**config.mk**
```make
export PLATFORM = sky130hd
export DESIGN_NAME = multicycle_controller_flat
export DESIGN_NICKNAME = d
export VERILOG_FILES = /design/src/rtl/multicycle_controller_if.sv /design/src/rtl/multicycle_controller.sv /design/src/flat_wrapper.sv
export SDC_FILE = /design/constraint.sdc
export NUM_CORES = 1
export LEC_CHECK = 0
export ABC_AREA = 0
export CELL_PAD_IN_SITES_DETAIL_PLACEMENT = 1
export CELL_PAD_IN_SITES_GLOBAL_PLACEMENT = 2
export CORE_MARGIN = 2
export CORE_UTILIZATION = 20
export CTS_CLUSTER_SIZE = 16
export DETAILED_ROUTE_END_ITERATION = 8
export PLACE_DENSITY = 0.81
export SLEW_MARGIN = 20
export SYNTH_ARGS = -nofsm -noshare
export SYNTH_HDL_FRONTEND = slang
export SYNTH_SLANG_ARGS = --single-unit
```
**constraint.sdc**
```tcl
create_clock -name clk -period 2.3 [get_ports clk]
set_clock_uncertainty 0.2 [all_clocks]
set_input_delay 0.345 -clock clk [delete_from_list [all_inputs] [get_ports clk]]
set_output_delay 0.345 -clock clk [all_outputs]
set_load 0.005 [all_outputs]
```
**src/rtl/multicycle_controller_if.sv**
```systemverilog
// Memory handshake bundle between the multicycle controller and the unified memory port.
//   mem_req   : access request (controller -> memory)
//   mem_we    : write qualifier for mem_req
//   adr_src   : address select, 0 = PC, 1 = ALU-result register
//   mem_ready : memory completes the request this cycle (memory -> controller)
interface multicycle_controller_if;
  logic mem_req;
  logic mem_we;
  logic adr_src;
  logic mem_ready;

  modport master (
    output mem_req,
    output mem_we,
    output adr_src,
    input  mem_ready
  );

  modport slave (
    input  mem_req,
    input  mem_we,
    input  adr_src,
    output mem_ready
  );
endinterface

```
**src/rtl/multicycle_controller.sv**
```systemverilog
// Multicycle Moore sequencer for the micro ARM core. Steps the shared datapath one phase per
// cycle, holds the NZCV flags, annuls instructions whose condition fails and stalls on the
// memory ready/valid handshake.
// Ports:
//   clk, rst_n          : clock, asynchronous active-low reset
//   cond/op/funct/rd    : instruction register fields
//   alu_flags           : {N,Z,C,V} from the ALU this cycle
//   mem                 : memory handshake (mem_req, mem_we, adr_src out; mem_ready in)
//   ir_we/pc_we/reg_we  : datapath write enables
//   alu_src_a/b, alu_ctrl, result_src, imm_src, reg_src : datapath mux selects
//   flags               : architectural NZCV register
//   state               : current FSM state (debug)
//   instr_done          : one-cycle pulse when an instruction retires or is annulled
module multicycle_controller (
  input  logic                           clk,
  input  logic                           rst_n,
  input  logic [3:0]                     cond,
  input  logic [1:0]                     op,
  input  logic [5:0]                     funct,
  input  logic [3:0]                     rd,
  input  logic [3:0]                     alu_flags,
  multicycle_controller_if.master        mem,
  output logic                           ir_we,
  output logic                           pc_we,
  output logic                           reg_we,
  output logic                           alu_src_a,
  output logic [1:0]                     alu_src_b,
  output logic [1:0]                     alu_ctrl,
  output logic [1:0]                     result_src,
  output logic [1:0]                     imm_src,
  output logic [1:0]                     reg_src,
  output logic [3:0]                     flags,
  output logic [3:0]                     state,
  output logic                           instr_done
);

  localparam logic [1:0] OpDp  = 2'b00;
  localparam logic [1:0] OpMem = 2'b01;
  localparam logic [1:0] OpB   = 2'b10;

  localparam logic [1:0] AluAdd = 2'b00;
  localparam logic [1:0] AluSub = 2'b01;
  localparam logic [1:0] AluAnd = 2'b10;
  localparam logic [1:0] AluOrr = 2'b11;

  localparam logic [3:0] CmdAnd = 4'b0000;
  localparam logic [3:0] CmdSub = 4'b0010;
  localparam logic [3:0] CmdAdd = 4'b0100;
  localparam logic [3:0] CmdOrr = 4'b1100;

  typedef enum logic [3:0] {
    StFetch  = 4'd0,
    StDecode = 4'd1,
    StMemAdr = 4'd2,
    StMemRd  = 4'd3,
    StMemWb  = 4'd4,
    StMemWr  = 4'd5,
    StExr    = 4'd6,
    StExi    = 4'd7,
    StAluWb  = 4'd8,
    StBranch = 4'd9
  } state_e;

  state_e     state_q, state_d;
  logic [3:0] flags_q, flags_d;

  // DP operation decode
  logic [1:0] dp_alu_ctrl;
  logic       dp_known;
  logic       dp_arith;

  always_comb begin
    dp_alu_ctrl = AluAdd;
    dp_known    = 1'b0;
    dp_arith    = 1'b0;
    case (funct[4:1])
      CmdAdd: begin dp_alu_ctrl = AluAdd; dp_known = 1'b1; dp_arith = 1'b1; end
      CmdSub: begin dp_alu_ctrl = AluSub; dp_known = 1'b1; dp_arith = 1'b1; end
      CmdAnd: begin dp_alu_ctrl = AluAnd; dp_known = 1'b1; end
      CmdOrr: begin dp_alu_ctrl = AluOrr; dp_known = 1'b1; end
      default: ;
    endcase
  end

  // ARM condition table against the architectural flags
  logic flag_n, flag_z, flag_c, flag_v;
  logic cond_pass;
  assign {flag_n, flag_z, flag_c, flag_v} = flags_q;

  always_comb begin
    cond_pass = 1'b0;
    case (cond)
      4'b0000: cond_pass = flag_z;
      4'b0001: cond_pass = ~flag_z;
      4'b0010: cond_pass = flag_c;
      4'b0011: cond_pass = ~flag_c;
      4'b0100: cond_pass = flag_n;
      4'b0101: cond_pass = ~flag_n;
      4'b0110: cond_pass = flag_v;
      4'b0111: cond_pass = ~flag_v;
      4'b1000: cond_pass = flag_c & ~flag_z;
      4'b1001: cond_pass = ~flag_c | flag_z;
      4'b1010: cond_pass = (flag_n == flag_v);
      4'b1011: cond_pass = (flag_n != flag_v);
      4'b1100: cond_pass = ~flag_z & (flag_n == flag_v);
      4'b1101: cond_pass = flag_z | (flag_n != flag_v);
      4'b1110: cond_pass = 1'b1;
      default: cond_pass = 1'b0;
    endcase
  end

  always_ff @(posedge clk or negedge rst_n) begin
    if (!rst_n) begin
      state_q <= StFetch;
      flags_q <= 4'b0000;
    end else begin
      state_q <= state_d;
      flags_q <= flags_d;
    end
  end

  // Flags update at the end of an execute phase; logic ops keep C and V
  always_comb begin
    flags_d = flags_q;
    if ((state_q == StExr || state_q == StExi) && funct[0] && dp_known) begin
      flags_d[3:2] = alu_flags[3:2];
      if (dp_arith) flags_d[1:0] = alu_flags[1:0];
    end
  end

  // Raw enables before reset gating
  logic mem_req_raw, mem_we_raw, ir_we_raw, pc_we_raw, reg_we_raw, done_raw;

  always_comb begin
    state_d     = state_q;
    mem_req_raw = 1'b0;
    mem_we_raw  = 1'b0;
    mem.adr_src = 1'b0;
    ir_we_raw   = 1'b0;
    pc_we_raw   = 1'b0;
    reg_we_raw  = 1'b0;
    done_raw    = 1'b0;
    alu_src_a   = 1'b0;
    alu_src_b   = 2'd0;
    alu_ctrl    = AluAdd;
    result_src  = 2'd0;

    case (state_q)
      StFetch: begin
        mem_req_raw = 1'b1;
        alu_src_a   = 1'b1;
        alu_src_b   = 2'd2;
        result_src  = 2'd2;
        ir_we_raw   = mem.mem_ready;
        pc_we_raw   = mem.mem_ready;
        if (mem.mem_ready) state_d = StDecode;
      end
      StDecode: begin
        alu_src_a = 1'b1;
        alu_src_b = 2'd2;
        if (!cond_pass) begin
          state_d  = StFetch;
          done_raw = 1'b1;
        end else begin
          case (op)
            OpMem:   state_d = StMemAdr;
            OpB:     state_d = StBranch;
            OpDp:    state_d = funct[5] ? StExi : StExr;
            default: begin
              state_d  = StFetch;
              done_raw = 1'b1;
            end
          endcase
        end
      end
      StMemAdr: begin
        alu_src_b = 2'd1;
        state_d   = funct[0] ? StMemRd : StMemWr;
      end
      StMemRd: begin
        mem_req_raw = 1'b1;
        mem.adr_src = 1'b1;
        if (mem.mem_ready) state_d = StMemWb;
      end
      StMemWr: begin
        mem_req_raw = 1'b1;
        mem_we_raw  = 1'b1;
        mem.adr_src = 1'b1;
        if (mem.mem_ready) begin
          state_d  = StFetch;
          done_raw = 1'b1;
        end
      end
      StMemWb: begin
        result_src = 2'd1;
        reg_we_raw = (rd != 4'd15);
        pc_we_raw  = (rd == 4'd15);
        state_d    = StFetch;
        done_raw   = 1'b1;
      end
      StExr: begin
        alu_ctrl = dp_alu_ctrl;
        state_d  = StAluWb;
      end
      StExi: begin
        alu_src_b = 2'd1;
        alu_ctrl  = dp_alu_ctrl;
        state_d   = StAluWb;
      end
      StAluWb: begin
        reg_we_raw = (rd != 4'd15);
        pc_we_raw  = (rd == 4'd15);
        state_d    = StFetch;
        done_raw   = 1'b1;
      end
      StBranch: begin
        alu_src_b  = 2'd1;
        result_src = 2'd2;
        pc_we_raw  = 1'b1;
        state_d    = StFetch;
        done_raw   = 1'b1;
      end
      default: state_d = StFetch;
    endcase
  end

  // Reset forces every write/request low combinationally so an abort cannot glitch an enable
  assign mem.mem_req = mem_req_raw & rst_n;
  assign mem.mem_we  = mem_we_raw & rst_n;
  assign ir_we       = ir_we_raw & rst_n;
  assign pc_we       = pc_we_raw & rst_n;
  assign reg_we      = reg_we_raw & rst_n;
  assign instr_done  = done_raw & rst_n;

  assign imm_src = op;
  assign reg_src = {(op == OpMem) && !funct[0], op == OpB};
  assign flags   = flags_q;
  assign state   = state_q;

endmodule
```
**src/flat_wrapper.sv**
```systemverilog
// flat-port wrapper written by rule: the top's interface ports become plain ports
module multicycle_controller_flat 
  (clk, rst_n, cond, op, funct, rd, alu_flags, ir_we, pc_we, reg_we, alu_src_a, alu_src_b, alu_ctrl, result_src, imm_src, reg_src, flags, state, instr_done, mem_mem_req, mem_mem_we, mem_adr_src, mem_mem_ready);
  multicycle_controller_if mem_i ();
  input  logic clk;
  input  logic rst_n;
  input  logic [3:0] cond;
  input  logic [1:0] op;
  input  logic [5:0] funct;
  input  logic [3:0] rd;
  input  logic [3:0] alu_flags;
  output logic ir_we;
  output logic pc_we;
  output logic reg_we;
  output logic alu_src_a;
  output logic [1:0] alu_src_b;
  output logic [1:0] alu_ctrl;
  output logic [1:0] result_src;
  output logic [1:0] imm_src;
  output logic [1:0] reg_src;
  output logic [3:0] flags;
  output logic [3:0] state;
  output logic instr_done;
  output wire logic [$bits(mem_i.mem_req)-1:0] mem_mem_req;
  output wire logic [$bits(mem_i.mem_we)-1:0] mem_mem_we;
  output wire logic [$bits(mem_i.adr_src)-1:0] mem_adr_src;
  input wire logic [$bits(mem_i.mem_ready)-1:0] mem_mem_ready;
  assign mem_mem_req = mem_i.mem_req;
  assign mem_mem_we = mem_i.mem_we;
  assign mem_adr_src = mem_i.adr_src;
  assign mem_i.mem_ready = mem_mem_ready;
  multicycle_controller u_core (.clk(clk), .rst_n(rst_n), .cond(cond), .op(op), .funct(funct), .rd(rd), .alu_flags(alu_flags), .mem(mem_i), .ir_we(ir_we), .pc_we(pc_we), .reg_we(reg_we), .alu_src_a(alu_src_a), .alu_src_b(alu_src_b), .alu_ctrl(alu_ctrl), .result_src(result_src), .imm_src(imm_src), .reg_src(reg_src), .flags(flags), .state(state), .instr_done(instr_done));
endmodule
```
==> results of run 1 <==
worst paths after layout:
kind / start / end / slack [ps] / depth (start not counted)
max in group asynchronous: rst_n / u_core.flags[3]$_DFFE_PN0P_ / 1700 / 2
hold reg to reg: u_core.flags[2]$_DFFE_PN0P_ / u_core.flags[2]$_DFFE_PN0P_ / 440 / 2
setup reg to reg: u_core.flags[3]$_DFFE_PN0P_ / u_core.state[2]$_DFFE_PN0P_ / 220 / 7
hold / removal: rst_n / u_core.state[0]$_DFFE_PN0P_ / 50 / 2
min in group clk: u_core.flags[2]$_DFFE_PN0P_ / u_core.flags[2]$_DFFE_PN0P_ / 440 / 2
setup / recovery: u_core.flags[0]$_DFFE_PN0P_ / instr_done / -70 / 6
logic make-up (layout without fill, tap and decap cells):
family                 Yosys count  after routing
AND/OR/NAND/NOR                 61             61
AO/OA/AOI/OAI                   28             28
buffers and inverters           14             91
flip-flops                       8              8
XOR/XNOR                         6              6
multiplexers                     6              6
report_power, final:
| part | leakage [nW] | internal (mW) | switching [mW] |
|---|---|---|---|
| Sequential | 0.105 | 0.182 | 0.0534 |
| Clock | 0.0216 | 0.113 | 0.0488 |
| Combinational | 0.655 | 0.541 | 0.431 |
cell usage after synthesis:
library cell	number	area [um2]
o221ai_1	1	8.76
o32ai_1	2	17.5
o31ai_1	2	15.0
nand3_1	4	20.0
nand2b_1	4	25.0
clkbuf_1	3	11.3
a21oi_1	8	40.0
o21bai_1	1	7.51
mux2_1	4	45.0
nand4b_1	1	8.76
o211ai_1	1	7.51
o22ai_1	2	12.5
xnor2_1	3	26.3
nor3_1	8	40.0
nand4_1	1	6.26
nor2b_1	6	37.5
xor2_1	3	26.3
a31oi_1	2	12.5
o41a_1	1	11.3
and3_1	1	6.26
inv_2	1	3.75
and3_2	1	7.51
o32a_1	1	10.0
and4bb_1	1	12.5
inv_1	4	15.0
a211oi_1	1	7.51
nor4_2	1	12.5
dfrtp_1	8	200
buf_2	2	10.0
o21ai_1	1	5.00
nand3b_1	2	15.0
a2111oi_2	1	15.0
buf_4	2	15.0
nor4_1	3	18.8
buf_6	2	22.5
a311oi_2	1	15.0
nor2_1	15	56.3
o21ai_0	3	15.0
nor3b_1	4	30.0
mux2i_1	2	20.0
nand2_1	9	33.8
critical path, delay by kind of cell (launching register included):
| family | cells | cell delay (ps) |
|---|---|---|
| xor gates and xnor gates | 1 | 190 |
| DFF | 1 | 430 |
| muxes | 1 | 240 |
| buffers and inverters | 1 | 130 |
| AOI/OAI and AO/OA | 3 | 600 |
per-layer routing:
| layer | wire (um) | up-vias |
|---|---|---|
| met5 | 0 | - |
| met4 | 57 | 0 |
| met3 | 134 | 4 |
| met2 | 1760 | 32 |
| met1 | 1560 | 562 |
| li1 | - | 604 |
through the flow:
stage	area (um2)	utilization
after floorplan	926	-
after global placement	1660	0.376
after detailed placement	1660	0.376
after CTS	1740	0.395
after global routing	1750	0.397
final	1750	0.397
flip-flops by register name (all words and copies together) (netlist names):
register,count
u_core.flags,4
u_core.state,4
area by class of cell:
| class | instances | area [um2] |
|---|---|---|
| multi-input combinational | 101 | 696 |
| clock buffer | 3 | 41.3 |
| tap | 52 | 65.1 |
| inverter | 5 | 18.8 |
| fill | 515 | 2660 |
| sequential | 8 | 203 |
| timing repair buffer | 83 | 731 |
repair_timing:
item,4_1_cts,5_1_grt
setup endpoints to repair,13,2
gates cloned,0,0
resized for setup,28,5
buffers inserted,2,0
pin swaps,4,3
==> impl_metrics.toml, run 1 <==
[run_status]
status = "complete, but fails checks"
violations = "negative setup slack"

[floorplan]
num_rows = 24
num_io_pins = 49
coreArea_um2 = 4410
initial_core_util = 0.210
die_h_um = 72.0
die_area_um2 = 5190
die_w_um = 72.0

[grt]
grt_use_met1 = 0.178
gr-usage-all-layers = 0.141
grt_overflow = 0
antenna_found_initial = 0
grt_pass1_vias = 1273
grt_pass1_wl_um = 5840
gr-usage-met2 = 0.244
grt_max_degree = 12
top_usage_layer = "met2"
grtUsageMet3 = 0.0111

[detailed_routing]
wirelength_um = 3520
dr.pass1.iters = 4
ant_nets = 0
detailedRoute.firstIterationViolations = 60
vias_per_cell = 4.77
routed-via-count = 1202
wl_per_cell_um = 14.0
drc = 0

[job]
maxCapViolations = 0

[synthesis]
ys_seq_area_frac = 0.216
synth-xor-area-share = 0.0568
syn_nets = 146
yosys.area_share.adder = 0
synth_seq_cells = 8
yosys_warnings = 0
synth_compound_area_frac = 0.216
netlist-cell-type-count = 41
synth_top_family_by_area = "simple AND/OR/NAND/NOR gates"
synthMuxAreaShare = 0.0703
synth-simple-area-share = 0.357
syn_area_per_cell_um2 = 7.53
synthCells = 123
netlist_area_um2 = 926

[placed_design]
dp_slack_ps = -841
portBuffers = 48
place_inst = 247
gp_congestion = 0.809
hpwl_um = 2930

[hold_path]
hp-class = "input port to asynchronous set/reset pin"

[power]
total_power_mw = 1.37
peakVddDrop_uv = 184
p_per_area_nw_per_um2 = 780
p_leak_nw = 0.782

[finish]
layout-drive-gt1-share = 0.280
layout_common_cells = "buf_4, clkdlybuf4s50_1, nor2_1"
diodes = 0
final_common_cell = "buf_4"
areaGrowthSynthToFinish_pct = 89.5
final_cell_count_no_fill = 252
fin_nets = 225

[sta]
setup_ws_ps = -66.1
rsz0062_at_grt = "true"
finalSetupTns_ps = -66.1
finalCriticalPeriod_ps = 2370
drv_slew = 0
fin_crit_sh = 1.03
finalHoldViolCount = 0
setup_viol = 1
max_slew.worst_pin.slew_ps = 363
max_freq_mhz = 423
hold_slack_ps = 47.5
slew_headroom = 0.756

[setup_path]
arrival_ps = 1820
cp-start-kind = "register"
cp_cell_sequence = "xnor2_2, mux2i_1, a311oi_2, o41a_1, o21ai_1, buf_2"
critical_path_required_ps = 1750
max_stage_delay_ps = 430
end_kind = "primary output"
path_class = "register to primary output"
worst_path_max_delay_cell = "dfrtp_1"
cp_max_fo = 3

[cts]
cts_sinks = 8
clock_latency_ps = 230
cts_made_buffers = 3
tritoncts = "done"
path_clk_slew_ps = 40
cts_max_path_buffers = 2
cts_hold_buffers = 0
clock_tree.htree_level_count = 1
cts-root-buf = "clkbuf_8"
(Power assumes the default switching activity.)
==> inputs of run 2 (changes only) <==
--- a/config.mk
+++ b/config.mk
@@ -6,6 +6,7 @@
 export NUM_CORES = 1
 export LEC_CHECK = 0
 export ABC_AREA = 0
+export CAP_MARGIN = 10
 export CELL_PAD_IN_SITES_DETAIL_PLACEMENT = 1
 export CELL_PAD_IN_SITES_GLOBAL_PLACEMENT = 2
 export CORE_MARGIN = 2
==> results of run 2 <==
No change in the layout: final DEF, timing and power equal those of run 1.
